--- config.mk ---
export PLATFORM = sky130hd
export DESIGN_NAME = mem_stage_lsu
export DESIGN_NICKNAME = d
export VERILOG_FILES = /design/src/rtl/riscv_mem_pkg.sv /design/src/rtl/load_extend.sv /design/src/rtl/mem_stage_lsu.sv
export SDC_FILE = /design/constraint.sdc
export NUM_CORES = 1
export LEC_CHECK = 0
export ABC_AREA = 1
export BUFFER_PORTS_ARGS = -buffer_cell sky130_fd_sc_hd__buf_2
export CORE_MARGIN = 4
export CORE_UTILIZATION = 35
export DETAILED_ROUTE_END_ITERATION = 10
export PLACE_DENSITY = 0.58
export SYNTH_ARGS = -nofsm -noshare
export SYNTH_HDL_FRONTEND = slang
export SYNTH_HIERARCHICAL = 1
export SYNTH_SLANG_ARGS = --single-unit
export TNS_END_PERCENT = 50
--- constraint.sdc ---
create_clock -name clk -period 2.3 [get_ports clk]
set_clock_uncertainty 0.2 [all_clocks]
set_input_delay 0.115 -clock clk [delete_from_list [all_inputs] [get_ports clk]]
set_output_delay 0.115 -clock clk [all_outputs]
set_load 0.02 [all_outputs]
--- src/rtl/riscv_mem_pkg.sv ---
// Shared definitions for the memory-stage load/store unit: funct3 encodings,
// FSM state encoding, default bus timeout and the byte-lane helper.
package riscv_mem_pkg;

  localparam logic [2:0] F3_LB  = 3'b000;
  localparam logic [2:0] F3_LH  = 3'b001;
  localparam logic [2:0] F3_LW  = 3'b010;
  localparam logic [2:0] F3_LBU = 3'b100;
  localparam logic [2:0] F3_LHU = 3'b101;
  localparam logic [2:0] F3_SB  = 3'b000;
  localparam logic [2:0] F3_SH  = 3'b001;
  localparam logic [2:0] F3_SW  = 3'b010;

  localparam int unsigned MAX_WAIT_DEFAULT = 15;

  typedef enum logic [2:0] {
    IDLE     = 3'd0,
    BUSY     = 3'd1,
    DONE     = 3'd2,
    DONE_ERR = 3'd3,
    DONE_TO  = 3'd4
  } lsu_state_e;

  // size: 0 = byte, 1 = halfword, otherwise word; off = byte offset in the word.
  function automatic logic [3:0] lane_be(input logic [1:0] size, input logic [1:0] off);
    case (size)
      2'b00:   return 4'b0001 << off;
      2'b01:   return off[1] ? 4'b1100 : 4'b0011;
      default: return 4'b1111;
    endcase
  endfunction

endpackage

--- src/rtl/load_extend.sv ---
// Aligns a bus read word to the accessed byte lane and sign/zero-extends it
// according to the load funct3.
module load_extend
  import riscv_mem_pkg::*;
(
  input  logic [31:0] rdata_i,
  input  logic [1:0]  addr_lo_i,
  input  logic [2:0]  f3_i,
  output logic [31:0] load_data_o
);

  logic [31:0] shifted;

  assign shifted = rdata_i >> {addr_lo_i, 3'b000};

  always_comb begin
    load_data_o = '0;
    case (f3_i)
      F3_LB:   load_data_o = {{24{shifted[7]}}, shifted[7:0]};
      F3_LH:   load_data_o = {{16{shifted[15]}}, shifted[15:0]};
      F3_LW:   load_data_o = shifted;
      F3_LBU:  load_data_o = {24'd0, shifted[7:0]};
      F3_LHU:  load_data_o = {16'd0, shifted[15:0]};
      default: load_data_o = '0;
    endcase
  end

endmodule

--- src/rtl/mem_stage_lsu.sv ---
// Memory-stage load/store unit: turns the EX/MEM access into a req/ready bus
// transaction, stalls the pipeline until it finishes and returns load data.
module mem_stage_lsu
  import riscv_mem_pkg::*;
#(
  parameter int unsigned MAX_WAIT = MAX_WAIT_DEFAULT
) (
  input  logic        clk,
  input  logic        reset,
  input  logic        ex_memread,
  input  logic        ex_memwrite,
  input  logic [2:0]  ex_f3,
  input  logic [31:0] ex_aluresult,
  input  logic [31:0] ex_bmux_result,
  output logic        stall,
  output logic        mem_req,
  output logic        mem_we,
  output logic [31:0] mem_addr,
  output logic [31:0] mem_wdata,
  output logic [3:0]  mem_be,
  input  logic        mem_ready,
  input  logic [31:0] mem_rdata,
  output logic [31:0] load_data,
  output logic        load_valid,
  output logic        misaligned,
  output logic        bus_error
);

  localparam logic [3:0] WaitLast = 4'(MAX_WAIT - 1);

  lsu_state_e  state_q;
  logic [3:0]  wait_q;
  logic [1:0]  addr_lo_q;
  logic [2:0]  f3_q;
  logic        mem_req_q;
  logic        mem_we_q;
  logic [31:0] mem_addr_q;
  logic [31:0] mem_wdata_q;
  logic [3:0]  mem_be_q;
  logic [31:0] load_data_q;
  logic        load_valid_q;
  logic        misaligned_q;
  logic        bus_error_q;

  logic        access;
  logic        legal_f3;
  logic        misalign;
  logic [3:0]  be_d;
  logic [31:0] wdata_d;
  logic [31:0] ext_data;

  // A simultaneous read and write is treated as a load, so legality follows memread.
  always_comb begin
    access = ex_memread | ex_memwrite;
    if (ex_memread) begin
      legal_f3 = ex_f3 inside {F3_LB, F3_LH, F3_LW, F3_LBU, F3_LHU};
    end else begin
      legal_f3 = ex_f3 inside {F3_SB, F3_SH, F3_SW};
    end
    misalign = ((ex_f3[1:0] == 2'b01) && ex_aluresult[0]) ||
               ((ex_f3[1:0] == 2'b10) && (ex_aluresult[1:0] != 2'b00));
    be_d = lane_be(ex_f3[1:0], ex_aluresult[1:0]);
    case (ex_f3[1:0])
      2'b00:   wdata_d = {4{ex_bmux_result[7:0]}};
      2'b01:   wdata_d = {2{ex_bmux_result[15:0]}};
      default: wdata_d = ex_bmux_result;
    endcase
  end

  assign stall = reset && (((state_q == IDLE) && access) || (state_q == BUSY));

  load_extend u_load_extend (
    .rdata_i     (mem_rdata),
    .addr_lo_i   (addr_lo_q),
    .f3_i        (f3_q),
    .load_data_o (ext_data)
  );

  // Result pulses and load data default to zero every cycle so they last exactly one DONE cycle.
  always_ff @(posedge clk) begin
    if (!reset) begin
      state_q      <= IDLE;
      wait_q       <= '0;
      addr_lo_q    <= '0;
      f3_q         <= '0;
      mem_req_q    <= 1'b0;
      mem_we_q     <= 1'b0;
      mem_addr_q   <= '0;
      mem_wdata_q  <= '0;
      mem_be_q     <= '0;
      load_data_q  <= '0;
      load_valid_q <= 1'b0;
      misaligned_q <= 1'b0;
      bus_error_q  <= 1'b0;
    end else begin
      load_valid_q <= 1'b0;
      misaligned_q <= 1'b0;
      bus_error_q  <= 1'b0;
      load_data_q  <= '0;
      case (state_q)
        IDLE: begin
          if (access) begin
            if (legal_f3 && !misalign) begin
              mem_req_q   <= 1'b1;
              mem_we_q    <= ~ex_memread;
              mem_addr_q  <= {ex_aluresult[31:2], 2'b00};
              addr_lo_q   <= ex_aluresult[1:0];
              mem_be_q    <= be_d;
              mem_wdata_q <= wdata_d;
              f3_q        <= ex_f3;
              wait_q      <= '0;
              state_q     <= BUSY;
            end else begin
              misaligned_q <= 1'b1;
              state_q      <= DONE_ERR;
            end
          end
        end
        BUSY: begin
          if (mem_ready) begin
            mem_req_q <= 1'b0;
            state_q   <= DONE;
            if (!mem_we_q) begin
              load_valid_q <= 1'b1;
              load_data_q  <= ext_data;
            end
          end else if (wait_q == WaitLast) begin
            mem_req_q   <= 1'b0;
            bus_error_q <= 1'b1;
            state_q     <= DONE_TO;
          end else if (wait_q != 4'hF) begin
            wait_q <= wait_q + 4'd1;
          end
        end
        default: state_q <= IDLE;
      endcase
    end
  end

  assign mem_req    = mem_req_q;
  assign mem_we     = mem_we_q;
  assign mem_addr   = mem_addr_q;
  assign mem_wdata  = mem_wdata_q;
  assign mem_be     = mem_be_q;
  assign load_data  = load_data_q;
  assign load_valid = load_valid_q;
  assign misaligned = misaligned_q;
  assign bus_error  = bus_error_q;

endmodule

==> summary.md, run 1 <==
| Metric | Value |
|---|---|
| Largest net degree at the start of global routing | `74` |
| Share of layout cells above drive strength 1 | `a little over a quarter` |
| Tmin final | `about 2200 ps` |
| # nets final | `between 1000 and 1500` |
| RePlAce Congestion | `between 0.8 and 0.9` |
| Vias | `between 6000 and 7000` |
| Mapped Cells | `~790` |
| Post-DP HPWL | `11500 um` |
| Slew headroom | `33.9%` |
| CTS H-Tree Depth | `4` |
| Startpoint class of the critical path | `input port` |
| Setup bufs post-CTS | `0` |
| Post-Route Setup TNS | `0 ps` |
| R2r setup slk | `between 150 and 200 ps` |
| RSZ-0062 raised after global routing | `yes` |
| Final Max Tran Viols | `0` |
| Initial antenna violation count | `0` |
| Longest Clk Path Bufs | `2` |
| Site row count | `45` |
| Bufs and invs on worst path | `5` |
| # IOs | `210` |
| Die H | `134 um` |
| Core ar. | `roughly 0.015 sq mm` |
| Top delay family on crit path | `buffers and inverters` |
| Number of max-cap violations | `0` |
| Die Width | `between 100 and 150 um` |
| Total track usage | `between 10% and 20%` |
| First-pass GRT wire length | `28700 um` |
| Crit-path slowest cell | `dlygate4sd3_1` |
| Worst Setup End Kind | `flop` |
| Iter 0 DRT Violations | `~410` |
| Setup WS post-layout | `~98 ps` |
| Grt ovf | `0` |
| Slew @ Worst Pin | `990 ps` |
| Most frequent cells in the layout | `nand2_1, buf_2, dfxtp_1` |
| Final Cycle Share | `a little over nine tenths` |
| Post-synthesis sequential area ratio | `41.1%` |
| Worst EP required | `between 2000 and 2500 ps` |
| Clock root cell | `clkbuf_16` |
| Ys async rst share | `0%` |
| Max Clock Freq | `between 400 and 500 MHz` |
| CP peak stage delay | `approximately 580 ps` |
| P per Cell Area | `783 mW/mm^2` |
| Crit-path cells | `dlygate4sd3_1, buf_2, inv_1, buf_4, nand2_2, o211ai_1, dlygate4sd3_1, nand3_1, a21oi_1` |
| Mapped cell area | `0.00560 sq mm` |
| Initial core utilization | `36.3%` |
| Post-route DRC | `0` |
| Vias per cell | `around 4.7` |
| Synth unique cells | `36` |
| Synth Register Bits | `roughly 120` |
| WL/cell | `13.8 um` |
| Type of the worst min-delay path | `input port to flop` |
| Final setup fails | `0` |
| Area growth from synthesis to layout | `46.0%` |
| Crit path DAT | `~2300 ps` |
| Antenna fix cells | `0` |
| Worst-skew pair later-pin latency | `around 400 ps` |
| Avg Cell Area, Syn | `slightly above 7 sq um` |
| Register Area | `approximately 0.0023 sq mm` |
| Leakage | `about 4 nW` |
| Commonest non-fill, non-tap cell in the layout | `nand2_1` |
| Most used DFF post-synth | `dfxtp_1` |
| CP most frequent cell | `dlygate4sd3_1` |
| Post-Route WL | `between 15000 and 20000 um` |
| Status | `finished, final reports clean` |
| DRT Pass-1 Iters | `7` |
| Crit path kind | `input port to flop` |
| Hold Vio Cnt, Final | `0` |
| Final ANT Viol Nets | `0` |
| Vias in the first global route | `just under 6000` |
| Clock slew seen by the registers of the worst setup and hold paths | `approximately 50 ps` |
| PortBufs | `between 200 and 250` |
| Clock sink count | `roughly 120` |
| CTS tree | `built` |
| Num CTS Buffers | `17` |
| Die ar. | `0.0181 sq mm` |
| Layout fillers | `~1600` |
| Count of flip-flops with a built-in enable after synthesis | `0` |
| Worst VDD drop | `slightly below 0.0005 V` |
| Crit path max fanout | `14` |
| Tot Pwr | `around 6.4 mW` |
| Yosys warns | `6` |
| Pre-CTS setup slack | `slightly above 400 ps` |
| Area occupied by multi-input gates | `around 0.0026 sq mm` |
state kept, by name, indices dropped and copies added (netlist names):
name	flops
mem_wdata	32
f3_q	3
load_data	32
mem_be	4
mem_we	1
mem_addr	30
mem_req	1
misaligned	1
bus_error	1
addr_lo_q	2
wait_q	4
load_valid	1
state_q	3
path summary, 6_finish.rpt:
path              depth (start not counted)             to     startpoint
hold reg to reg                           2   mem_addr[24]   mem_addr[24]
setup reg to reg                          8   load_data[8]   addr_lo_q[0]
setup / recovery                          9  mem_wdata[26]       ex_f3[1]
hold / removal                            7  load_data[14]  mem_rdata[14]
worst min-delay path, stage by stage:
cell,delay (ps)
buf_2,110
nand2_1,60
nand3_1,80
nand3_1,100
a21oi_2,60
inv_1,40
nor2_1,30
what timing repair did:
action,4_1_cts,5_1_grt
hold buffers,100,0
gates resized for setup,0,2
hold endpoints to repair,100,0
setup endpoints to repair,0,11
metal layers:
metal | track usage [%] | part of all wire [%] | routed length (um)
met5 | 0 | 0 | 0
met4 | 6.50 | 1.6 | 289
met3 | 6.04 | 8.1 | 1450
met2 | 31.6 | 47 | 8430
met1 | 24.8 | 43 | 7650
cell usage after synthesis (2+ instances only):
master,number,area share (%)
nand3_2,11,2.0
ha_1,2,0.45
nor2_1,61,4.1
nor4_1,2,0.22
a21oi_2,3,0.47
o21ai_0,12,1.1
buf_6,25,5.0
inv_2,4,0.27
nor2_2,4,0.45
buf_2,12,1.1
nand4_1,3,0.34
nor2_4,2,0.40
nor3_2,3,0.54
o21ai_1,2,0.18
nor3_1,5,0.45
clkbuf_1,10,0.67
nand2_1,226,15
inv_4,2,0.22
a21oi_1,80,7.2
inv_1,59,4.0
o211ai_1,8,1.1
nand2_2,5,0.56
nand3_1,113,10
buf_4,7,0.94
dfxtp_1,115,41
power breakdown:
group          leakage, nW  total, mW  internal [mW]  switching (mW)
Clock                0.315       2.87           1.96           0.907
Sequential           0.933       2.19           2.12          0.0730
Combinational         2.74       1.34          0.510           0.826
Total                 3.99       6.39           4.59            1.81
final cells by class:
| type | count | area share, % |
|---|---|---|
| clock buffers | 20 | 5.59 |
| well taps | 211 | 3.23 |
| multi-input cells | 552 | 31.8 |
| flip-flops and latches | 115 | 28.2 |
| clock inverters | 11 | 2.24 |
| repair buffers | 318 | 25.9 |
| inverters | 65 | 3.05 |
stage by stage:
step	instances	instance area [sq um]	hold slack [ps]	util, %
4_1_cts	1293	8170	7.45	53.0
2_1_floorplan	788	5600	18.1	-
5_1_grt	1292	8170	54.1	53.0
6_report	1292	8170	32.9	53.0
3_3_place_gp	1162	6530	190	42.3
3_5_place_dp	1162	6530	196	42.3
kinds of logic after synthesis:
logic type	synth area share (%)
simple gates	35.2
buf+inv	12.7
flops	41.1
compound gates	10.4
fa+ha+maj	0.447
xor+xnor	0.157
other cells	0.0670
Power figures use the tool's default switching activity.
==> run 2: changes to the inputs <==
Settings changed: ABC_AREA 1 to 0, CORE_UTILIZATION 35 to 49, PLACE_DENSITY 0.58 to 0.78.
==> summary.md, run 2 <==
| Metric | Value |
|---|---|
| Post-synthesis sequential area ratio | `43.1% (+2.0 points)` |
| Crit path max fanout | `45 (+31)` |
| CTS tree | `built` |
| Final ANT Viol Nets | `0 (unchanged)` |
| Clock slew seen by the registers of the worst setup and hold paths | `60 ps (about the same)` |
| Core ar. | `0.0105 sq mm (-32%)` |
| Avg Cell Area, Syn | `9.08 sq um (+28%)` |
| Slew headroom | `57.4% (+23 points)` |
| Site row count | `37 (-18%)` |
| DRT Pass-1 Iters | `7 (unchanged)` |
| First-pass GRT wire length | `33900 um (+18%)` |
| Total track usage | `33.5% (+14 points)` |
| PortBufs | `207 (unchanged)` |
| RePlAce Congestion | `0.858 (-3.9%)` |
| Final setup fails | `0 (unchanged)` |
| Initial core utilization | `51.0% (+15 points)` |
| Area growth from synthesis to layout | `57.7%` |
| Final Cycle Share | `99.3% (+3.6 points)` |
| Tot Pwr | `6.22 mW (-2.8%)` |
| Vias in the first global route | `6417 (+9.5%)` |
| Hold_sp | `mem_rdata[6]` |
| Worst EP required | `2520 ps (+80 ps)` |
| Hold Vio Cnt, Final | `0 (unchanged)` |
| # nets final | `1019 (-13%)` |
| Cells on Worst Hold Path | `5 (-2)` |
| Count of flip-flops with a built-in enable after synthesis | `0 (unchanged)` |
| Leakage | `4.02 nW (+0.81%)` |
| Vias per cell | `6.10 (+30%)` |
| Post-Route WL | `23300 um (+31%)` |
| Crit path kind | `input port to flop` |
| Commonest cells in the netlist | `dfxtp_1, nand2_1, mux2i_1` |
| Post-DP HPWL | `11000 um (-4.5%)` |
| Yosys warns | `6 (unchanged)` |
| Initial antenna violation count | `1 (+1)` |
| Startpoint class of the critical path | `input port` |
| Layout fillers | `535 (-66%)` |
| Grt ovf | `0 (unchanged)` |
| Iter 0 DRT Violations | `869 (+110%)` |
| Commonest non-fill, non-tap cell in the layout | `buf_2` |
| Slew @ Worst Pin | `638 ps (-351 ps)` |
| Top-count cell post-synth | `dfxtp_1` |
| Die Width | `112 um (-16%)` |
| Ys async rst share | `0% (unchanged)` |
| Mapped Cells | `588 (-25%)` |
| Final Max Tran Viols | `0 (unchanged)` |
| Synth area leaders | `dfxtp_1, mux2i_1, nand2_1, and2_1, o211a_1` |
| Synth Register Bits | `115 (unchanged)` |
| CTS H-Tree Depth | `4 (unchanged)` |
| Clock sink count | `115 (unchanged)` |
| R2R Path Start | `state_q[2]` |
| Share of layout cells above drive strength 1 | `28.5% (+2.1 points)` |
| Longest Clk Path Bufs | `2 (unchanged)` |
| Reg-to-reg critical path endpoint | `mem_addr[20]` |
| Destination of the worst hold path | `load_data[6]` |
| Max Clock Freq | `438 MHz (-3.6%)` |
| Tmin final | `2280 ps (+81.9 ps)` |
| Clock root cell | `clkbuf_8` |
| Status | `finished, final reports clean` |
| Most frequent cells in the layout | `buf_2, dlygate4sd3_1, dfxtp_1` |
| Number of max-cap violations | `0 (unchanged)` |
| Worst VDD drop | `0.000482 V (-0.20%)` |
| Die H | `112 um (-16%)` |
| Synth unique cells | `51 (+42%)` |
| Mapped cell area | `0.00534 sq mm (-4.6%)` |
| Crit path DAT | `2500 ps (+160 ps)` |
| Num CTS Buffers | `17 (unchanged)` |
| Area leader, netlist | `dfxtp_1` |
| Setup WS post-layout | `16.0 ps (-81.9 ps)` |
| WL/cell | `21.9 um (+59%)` |
| # IOs | `210 (unchanged)` |
| Type of the worst min-delay path | `input port to flop` |
| Worst Setup End Kind | `flop` |
| Top-area cell type share of the netlist area | `43.1% (+2.0 points)` |
| Worst-skew pair later-pin latency | `530 ps (+120 ps)` |
| Vias | `6482 (+6.8%)` |
| Hold_ws | `21.3 ps (-11.7 ps)` |
| R2r setup slk | `60 ps (-120 ps)` |
| Reg2reg path depth | `5 (-3)` |
| P per Cell Area | `738 mW/mm^2 (-5.7%)` |
| Pre-CTS setup slack | `431 ps (+27.6 ps)` |
| Die ar. | `0.0126 sq mm (-30%)` |
| Post-route DRC | `0 (unchanged)` |
| Largest net degree at the start of global routing | `62 (-16%)` |
| Most used DFF post-synth | `dfxtp_1` |
## run 2: worst max path at each step
stage | from | endpoint | cells after the start
global route | ex_aluresult[0] | mem_wdata[19] | 8
global placement | state_q[0] | mem_addr[17] | 4
finish | ex_aluresult[0] | mem_wdata[18] | 8
detailed placement | f3_q[0] | load_data[22] | 5
CTS | state_q[0] | mem_addr[20] | 5
floorplan | state_q[0] | wait_q[0] | 6
## run 2: layout make-up
class	instances	area, sq um	area share [%]
tap	136	170	2.02
sequential	115	2300	27.3
inverter	3	11.3	0.134
multi-input combinational	420	2780	33.0
timing repair buffer	356	2560	30.4
clock inverter	8	125	1.49
clock buffer	24	470	5.59
antenna	1	2.50	0.0297
## run 2: repair_timing
action	4_1_cts	5_1_grt
setup buffers	0	0
hold endpoints to repair	113	0
gates resized for setup	0	10
hold buffers	135	0
setup endpoints to repair	0	14
## run 2: report_power, final
group	internal [mW]	total [mW]	switching (mW)
clock	1.74	2.72	0.982
sequential	2.11	2.20	0.0936
combinational	0.564	1.29	0.730
total	4.41	6.22	1.81
## run 2: cells by family after synthesis
group / Yosys count / synth area share (%)
compound gates: 117 / 16.1
fa+ha+maj: 2 / 0.469
buf+inv: 54 / 5.08
flops: 115 / 43.1
mux: 74 / 13.9
other cells: 1 / 0.0702
simple gates: 225 / 21.3
## run 2: critical path, stage by stage
cell           delay, ps
dlygate4sd3_1        550
buf_2                160
nor2_1               240
a32o_1               250
buf_8                310
nand3_1              150
o211a_1              160
dlygate4sd3_1        570
## run 2: per-layer routing
metal,wire [um],global-route usage [%]
met3,3060,11.6
met2,10900,58.0
met4,1560,17.1
met5,0,0
met1,7800,36.3
## run 2: stage by stage
| stage | utilization [%] | std cells | TNS (ps) | cell area [sq um] |
|---|---|---|---|---|
| global route | 80.5 | 1063 | -87.4 | 8420 |
| CTS | 80.0 | 1061 | 0 | 8370 |
| finish | 80.5 | 1063 | 0 | 8420 |
| global placement | 61.4 | 894 | 0 | 6420 |
| floorplan | - | 589 | 0 | 5340 |
| detailed placement | 61.4 | 894 | 0 | 6420 |
==> run 3: changes to the inputs <==
Clock period 2.3 ns to 2.6 ns, I/O delays scaled along.
==> summary.md, run 3 (synthesized netlist as in run 2, its figures left out) <==
| Metric | Value |
|---|---|
| Status | `finished, final reports clean` |
| Startpoint class of the critical path | `input port` |
| Final ANT Viol Nets | `0 (unchanged)` |
| Slew @ Worst Pin | `653 ps (+14.6 ps)` |
| Commonest non-fill, non-tap cell in the layout | `buf_2` |
| RePlAce Congestion | `0.898 (+4.7%)` |
| P per Cell Area | `660 mW/mm^2 (-11%)` |
| Area occupied by multi-input gates | `0.00278 sq mm (about the same)` |
| Leakage | `4.12 nW (+2.4%)` |
| First-pass GRT wire length | `35400 um (+4.4%)` |
| Crit path max fanout | `13 (-71%)` |
| WL/cell | `21.7 um (-1.1%)` |
| Top delay family on crit path | `buffers and inverters` |
| Site row count | `37 (unchanged)` |
| Hold_ws | `24.9 ps (+3.66 ps)` |
| Worst-skew pair later-pin latency | `520 ps (about the same)` |
| Layout fillers | `506 (-5.4%)` |
| Worst Setup End Kind | `flop` |
| CTS tree | `built` |
| Post-DP HPWL | `11000 um (+0.12%)` |
| Clock root cell | `clkbuf_8` |
| Post-Route WL | `23400 um (+0.20%)` |
| Die H | `112 um (unchanged)` |
| Worst EP required | `2800 ps (+280 ps)` |
| Total track usage | `35.4% (+1.9 points)` |
| Most frequent cells in the layout | `buf_2, dlygate4sd3_1, dfxtp_1` |
| Crit path kind | `input port to flop` |
| Num CTS Buffers | `17 (unchanged)` |
| Placed cell areas | `0.00640 sq mm (-0.31%)` |
| Largest net degree at the start of global routing | `55 (-11%)` |
| Final Max Tran Viols | `0 (unchanged)` |
| Die Width | `112 um (unchanged)` |
| Worst VDD drop | `0.000486 V (+0.90%)` |
| Iter 0 DRT Violations | `959 (+10%)` |
| Final setup fails | `0 (unchanged)` |
| Grt ovf | `0 (unchanged)` |
| Max Clock Freq | `around 390 MHz` |
| Type of the worst min-delay path | `input port to flop` |
| Setup bufs post-CTS | `0 (unchanged)` |
| Bufs and invs on worst path | `4 (unchanged)` |
| Hold Vio Cnt, Final | `0 (unchanged)` |
| Crit path DAT | `2780 ps (+280 ps)` |
| Tot Pwr | `5.65 mW (-9.1%)` |
| Area growth from synthesis to layout | `60.2%` |
| Crit-path cells | `dlygate4sd3_1, buf_2, mux2i_1, o21ai_0, dlygate4sd3_1, nand4_1, dlygate4sd3_1, o21ai_1` |
| # nets final | `1032 (+1.3%)` |
| Number of max-cap violations | `0 (unchanged)` |
| CP peak stage delay | `600 ps (+30 ps)` |
| DRT Pass-1 Iters | `6 (-1)` |
| Non-Filler Instances | `1077 (+1.3%)` |
| Initial antenna violation count | `2 (+1)` |
| Vias | `6579 (+1.5%)` |
| Crit-path slowest cell | `dlygate4sd3_1` |
| Vias in the first global route | `6650 (+3.6%)` |
| # IOs | `210 (unchanged)` |
| Longest Clk Path Bufs | `2 (unchanged)` |
| Clock slew seen by the registers of the worst setup and hold paths | `60 ps (about the same)` |
| Tmin final | `between 2000 and 3000 ps` |
| Initial core utilization | `51.0% (unchanged)` |
| Die ar. | `0.0126 sq mm (unchanged)` |
| Core ar. | `0.0105 sq mm (unchanged)` |
| CTS H-Tree Depth | `4 (unchanged)` |
| PortBufs | `207 (unchanged)` |
| Final Cycle Share | `about 100%` |
| Slew headroom | `56.4% (-0.97 points)` |
| Placed Cells | `893 (-0.11%)` |
| Design Area, Final | `0.00856 sq mm (+1.6%)` |
| Vias per cell | `6.11 (+0.18%)` |
| Finished Core Util | `81.8% (+1.3 points)` |
| Register Area | `0.00230 sq mm (unchanged)` |
| Clock sink count | `115 (unchanged)` |
| Post-route DRC | `0 (unchanged)` |
| CP most frequent cell | `dlygate4sd3_1` |
| Share of layout cells above drive strength 1 | `28.4% (-0.075 points)` |
[run 3: changes by cell type in the layout (fill, tap and decap cells not counted), sizes merged, moves of 2 or more]
cell         delta
buf             -2
clkbuf          -3
dlygate4sd3    +15
clkinv          +2
[run 3: worst reg2reg max path: cells and delay by family (launching register included)]
kind	cells	cell delay, ps
buffers and inverters	2	880
muxes	1	220
DFF	1	430
and+or+nand+nor	2	710
[run 3: layer usage]
layer	vias to the layer above	track usage, %	routed length, um
met5	-	0	0
met4	0	22.1	1760
li1	2757	-	-
met2	629	60.3	11100
met3	185	10.5	2930
met1	3008	38.5	7620
[run 3: final timing paths]
kind	depth (start not counted)	start	slack [ps]	to
worst max-delay path	8	ex_f3[0]	10	mem_wdata[31]
worst min-delay path	4	mem_rdata[23]	20	load_data[23]
worst max register to register	5	state_q[0]	100	mem_addr[20]
worst min register to register	2	mem_wdata[30]	250	mem_wdata[30]
[run 3: layout make-up]
class | instances | share of cell area, %
repair buffers | 369 | 30.9
clock inverters | 11 | 2.03
inverters | 3 | 0.132
multi-input cells | 420 | 32.5
diodes | 2 | 0.0585
well taps | 136 | 1.99
clock buffers | 21 | 5.48
flip-flops and latches | 115 | 26.9
[run 3: repair_timing]
item	4_1_cts	5_1_grt
setup endpoints to repair	0	23
gates resized for setup	0	3
hold endpoints to repair	113	0
hold buffers	150	0
[run 3: power by group]
group / leakage, nW / switching, mW / internal, mW
Sequential: 0.935 / 0.0810 / 1.87
Clock: 0.307 / 0.896 / 1.66
Combinational: 2.88 / 0.644 / 0.497
[run 3: metrics by stage]
stage | TNS (ps) | setup WS (ps)
floorplan | 0 | 837
global placement | 0 | 694
detailed placement | 0 | 554
CTS | 0 | 149
global route | -27.0 | -13.1
finish | 0 | 12.4
